**src/rtl/mux_rr_arbiter.sv**
```systemverilog
// Round-robin arbiter owning the select of an 8:1 mux shared by eight requesters.
// One requester is granted at a time and sel is held for the whole grant.
// Every grant is followed by one dead GAP cycle before arbitration resumes.
// Optional feature macro: ARB_TIMEOUT_EN. When defined, it caps each grant at
// MAX_HOLD cycles and pulses tmo on revocation.
module mux_rr_arbiter #(
  parameter int unsigned MAX_HOLD = 16
) (
  input  logic       clk,
  input  logic       rst_n,
  input  logic [7:0] req,
  output logic [7:0] gnt,
  output logic [2:0] sel,
  output logic       busy,
  output logic       tmo
);

  localparam int unsigned N  = 8;
  localparam int unsigned SW = 3;
`ifdef ARB_TIMEOUT_EN
  localparam int unsigned CW = 8;
`endif

  typedef enum logic [1:0] {
    S_IDLE  = 2'd0,
    S_GRANT = 2'd1,
    S_GAP   = 2'd2
  } state_t;

  state_t          state_q, state_d;
  logic [N-1:0]    gnt_q, gnt_d;
  logic [SW-1:0]   sel_q, sel_d;
  logic            busy_q, busy_d;
  logic            tmo_q, tmo_d;
  logic [SW-1:0]   ptr_q, ptr_d;
`ifdef ARB_TIMEOUT_EN
  logic [CW-1:0]   hold_q, hold_d;
`endif

  logic            found;
  logic [SW-1:0]   winner;
  logic [SW-1:0]   idx;

  // Rotating priority search: first set request at or above ptr, wrapping.
  always_comb begin
    found  = 1'b0;
    winner = ptr_q;
    idx    = ptr_q;
    for (int k = 0; k < int'(N); k++) begin
      idx = ptr_q + SW'(k);
      if (!found && req[idx]) begin
        found  = 1'b1;
        winner = idx;
      end
    end
  end

  // Next-state and next-output logic.
  always_comb begin
    state_d = state_q;
    gnt_d   = gnt_q;
    sel_d   = sel_q;
    busy_d  = busy_q;
    tmo_d   = 1'b0;
    ptr_d   = ptr_q;
`ifdef ARB_TIMEOUT_EN
    hold_d  = hold_q;
`endif
    case (state_q)
      S_IDLE: begin
        if (found) begin
          state_d = S_GRANT;
          gnt_d   = N'(1) << winner;
          sel_d   = winner;
          busy_d  = 1'b1;
`ifdef ARB_TIMEOUT_EN
          hold_d  = '0;
`endif
        end
      end
      S_GRANT: begin
        if (!req[sel_q]) begin
          state_d = S_GAP;
          gnt_d   = '0;
          busy_d  = 1'b0;
          ptr_d   = sel_q + SW'(1);
        end
`ifdef ARB_TIMEOUT_EN
        else if (hold_q == CW'(MAX_HOLD - 1)) begin
          state_d = S_GAP;
          gnt_d   = '0;
          busy_d  = 1'b0;
          ptr_d   = sel_q + SW'(1);
          tmo_d   = 1'b1;
        end else begin
          hold_d  = hold_q + CW'(1);
        end
`endif
      end
      S_GAP: begin
        // sel keeps its last value so the mux output stays quiet.
        state_d = S_IDLE;
      end
      default: begin
        state_d = S_IDLE;
        gnt_d   = '0;
        busy_d  = 1'b0;
      end
    endcase
  end

  // State and registered outputs; reset clears everything asynchronously.
  always_ff @(posedge clk or negedge rst_n) begin
    if (!rst_n) begin
      state_q <= S_IDLE;
      gnt_q   <= '0;
      sel_q   <= '0;
      busy_q  <= 1'b0;
      tmo_q   <= 1'b0;
      ptr_q   <= '0;
`ifdef ARB_TIMEOUT_EN
      hold_q  <= '0;
`endif
    end else begin
      state_q <= state_d;
      gnt_q   <= gnt_d;
      sel_q   <= sel_d;
      busy_q  <= busy_d;
      tmo_q   <= tmo_d;
      ptr_q   <= ptr_d;
`ifdef ARB_TIMEOUT_EN
      hold_q  <= hold_d;
`endif
    end
  end

  assign gnt  = gnt_q;
  assign sel  = sel_q;
  assign busy = busy_q;
  assign tmo  = tmo_q;

endmodule

```
**config.mk**
```make
export PLATFORM = sky130hd
export DESIGN_NAME = mux_rr_arbiter
export DESIGN_NICKNAME = d
export VERILOG_FILES = /design/src/rtl/mux_rr_arbiter.sv
export SDC_FILE = /design/constraint.sdc
export NUM_CORES = 1
export LEC_CHECK = 0
export ABC_AREA = 0
export BUFFER_PORTS_ARGS = -buffer_cell sky130_fd_sc_hd__clkbuf_2
export CAP_MARGIN = 20
export CORE_ASPECT_RATIO = 0.5
export CORE_MARGIN = 5
export CORE_UTILIZATION = 52
export CTS_CLUSTER_SIZE = 30
export DETAILED_ROUTE_END_ITERATION = 10
export PLACE_DENSITY = 0.76
export SETUP_SLACK_MARGIN = 0.05
export SLEW_MARGIN = 25
export SYNTH_ARGS = -nofsm -noshare
export SYNTH_HDL_FRONTEND = slang
export SYNTH_SLANG_ARGS = --single-unit
export TNS_END_PERCENT = 50
```
**constraint.sdc**
```tcl
create_clock -name clk -period 3.6 [get_ports clk]
set_clock_uncertainty 0.05 [all_clocks]
set_input_delay 0.72 -clock clk [delete_from_list [all_inputs] [get_ports clk]]
set_output_delay 0.72 -clock clk [all_outputs]
set_load 0.005 [all_outputs]
```
==> results.yml <==
yosys:
  synth_seq_area_share_pct: 24.8
  syn_inst: 161
  syn_avg_cell_area_um2: 10.7
  synth_cell_types: 59
  ys.flop_type: "dfrtp_1"
  mappedNetlistArea_um2: 1720
  syn_nets: 174
  synth_edf_count: 0
  ys_warn_count: 0
  synth_seq_cells: 17
  ys_async_sr_fraction_pct: 100
sta:
  finalMaxSlewViolations: 0
  setup_viol: 0
  worst_slew_pin_slew_ns: 0.620
  layout_min_cycle_time_ns: 3.37
  fin_crit_sh_pct: 93.6
  rsz0062_at_grt: "false"
  tns_ns: 0
  max_freq_mhz: 297
  finalHoldViolations: 0
  max_slew_margin_pct: 57.5
final_layout:
  final_common_cell: "clkbuf_2"
  drive_gt1_share_pct: 33.1
  regArea_um2: 425
  fillers: 245
  synthToLayoutAreaGrowth_pct: 8.75
  multiInputGateArea_um2: 1190
  nets: 195
  num_antenna_cells: 0
  final_cell_mix: "clkbuf_2 (21), dfrtp_1 (17), mux2i_1 (11), nor2_1 (11), nand2_1 (10)"
critical_path:
  worstSetupPathType: "reg -> reg"
  worstPathArrival_ns: 3.46
  crit_path_top_delay_cell: "ha_1"
  r2r_cells: 11
  path_cells: "inv_1 > ha_1 > buf_4 > mux4_2 > mux2i_2 > a21boi_0 > o221ai_1 > a31oi_1 > o221a_4 > nor3b_4 > a32o_2"
  worst-path-buf-inv: 2
  crit_family: "compound AO/OA/AOI/OAI gates"
  start_kind: "register"
  required_ns: 3.69
  cp_max_fo: 8
  crit_path_end_kind: "register"
  r2r_end: "gnt[1]"
  reg2reg_from: "ptr_q[1]"
  slowest_delay_ns: 0.46
  r2r_setup_slack_ns: 0.23
clock_tree:
  cts_buffers: 3
  cts_max_level: 1
  clk_path_buf_depth: 2
  cts_resized: 0
  ctsHoldBuffers: 0
  clk_pin_slew_ns: 0.07
  clk_latency_ns: 0.25
  cts_tree: "built"
  cts_root_buf: "clkbuf_8"
  cts_setup_buffers: 0
  clock-sinks: 17
min_path:
  min_path_type: "in -> async"
detailed_routing:
  final_antenna_net_count: 0
  viasPerCell: 6.58
  first_pass_iters: 4
  wl_per_cell_um: 18.4
  drt_iter0_drc: 103
  wl_um: 4060
  drt_drc_violations_left: 0
  vias: 1455
floorplan:
  die_y_um: 50.6
  rows: 14
  die_w_um: 91.2
  floorplan.initialDensity_pct: 55.6
  ioPinCount: 23
  dieArea_um2: 4620
  core_um2: 3080
grt:
  globalRouteMet3Util_pct: 2.39
  grt_pass1_wl_um: 6730
  antenna_found_initial: 0
  use_met1_pct: 26.0
  grt.busiest_layer: "met2"
  track_usage_pct: 17.9
  use_met2_pct: 28.7
  overflow: 0
  grt_max_degree: 18
  grt_pass1_vias: 1369
place:
  routabilityCongestion: 0.938
  port_buffers: 21
  hpwl_um: 3100
run_status:
  status: "completed"
run:
  maxCapViolations: 0
[per-layer routing]
metal	wire length, um	vias up	share of wire [%]
li1	-	668	-
met1	1840	728	45
met2	1870	54	46
met3	319	5	7.9
met4	27	0	0.67
met5	0	-	0
[synth_stat cells, drive strengths merged, types with 2 or more instances]
| library cell | instances | share of area [%] |
|---|---|---|
| nand2b | 4 | 2.3 |
| a21o | 2 | 0.88 |
| xnor2 | 4 | 2.9 |
| nand2 | 10 | 2.2 |
| a22oi | 2 | 1.7 |
| clkbuf | 3 | 1.2 |
| o31ai | 2 | 0.88 |
| mux4 | 10 | 13 |
| buf | 5 | 3.1 |
| mux2 | 3 | 2.2 |
| nor2 | 12 | 2.8 |
| a21oi | 7 | 2.0 |
| a32o | 9 | 5.5 |
| ha | 3 | 2.2 |
| nand3 | 2 | 0.58 |
| inv | 7 | 1.5 |
| a221oi | 2 | 1.0 |
| o221ai | 2 | 1.0 |
| mux2i | 12 | 7.2 |
| nor3 | 5 | 1.5 |
| dfrtp | 17 | 25 |
| o21ai | 11 | 3.9 |
| xor2 | 3 | 1.5 |
[layout make-up]
type | instances | area share [%]
clock inverter | 1 | 0.268
multi-input combinational | 128 | 63.6
inverter | 8 | 1.61
timing repair buffer | 24 | 6.84
sequential | 17 | 22.8
tap | 40 | 2.68
clock buffer | 3 | 2.21
[per-stage QoR]
step                hold WS, ns  cell area, um^2  util, %  std cells  setup slack (ns)
finish                    0.333             1870     60.5        221             0.230
global route              0.374             1870     60.5        221             0.105
CTS                       0.355             1870     60.5        221             0.303
detailed placement        0.415             1820     59.0        217             0.333
global placement          0.412             1820     59.0        217             0.380
floorplan                 0.374             1720        -        161             0.184
[state kept, by name (all words and copies together), names as in the netlist]
name	flops
gnt	8
busy	1
sel	3
state_q	2
ptr_q	3
[logic make-up (layout without fill, tap and decap cells)]
family	count (synthesis)	count (layout)	synth area share (%)
buffers and inverters	16	36	6.05
flip-flops	17	17	24.8
AO/OA/AOI/OAI	50	50	25.3
XOR/XNOR	7	7	4.45
AND/OR/NAND/NOR	42	42	14.2
multiplexers	25	25	22.8
other	1	1	0.219
adder cells (fa/ha/maj)	3	3	2.19
[worst max-delay path by stage]
stage | from | to | slack [ns] | depth (start not counted)
after floorplan | ptr_q[1] | gnt[0] | 0.18 | 12
after global placement | req[7] | gnt[7] | 0.38 | 9
after detailed placement | ptr_q[1] | gnt[1] | 0.33 | 11
after CTS | ptr_q[1] | gnt[1] | 0.30 | 11
after global routing | ptr_q[1] | gnt[2] | 0.10 | 11
final | ptr_q[1] | gnt[1] | 0.23 | 11
Power is not shown: default switching activity piles up to over one toggle a cycle in this logic, so the estimate is an artifact.
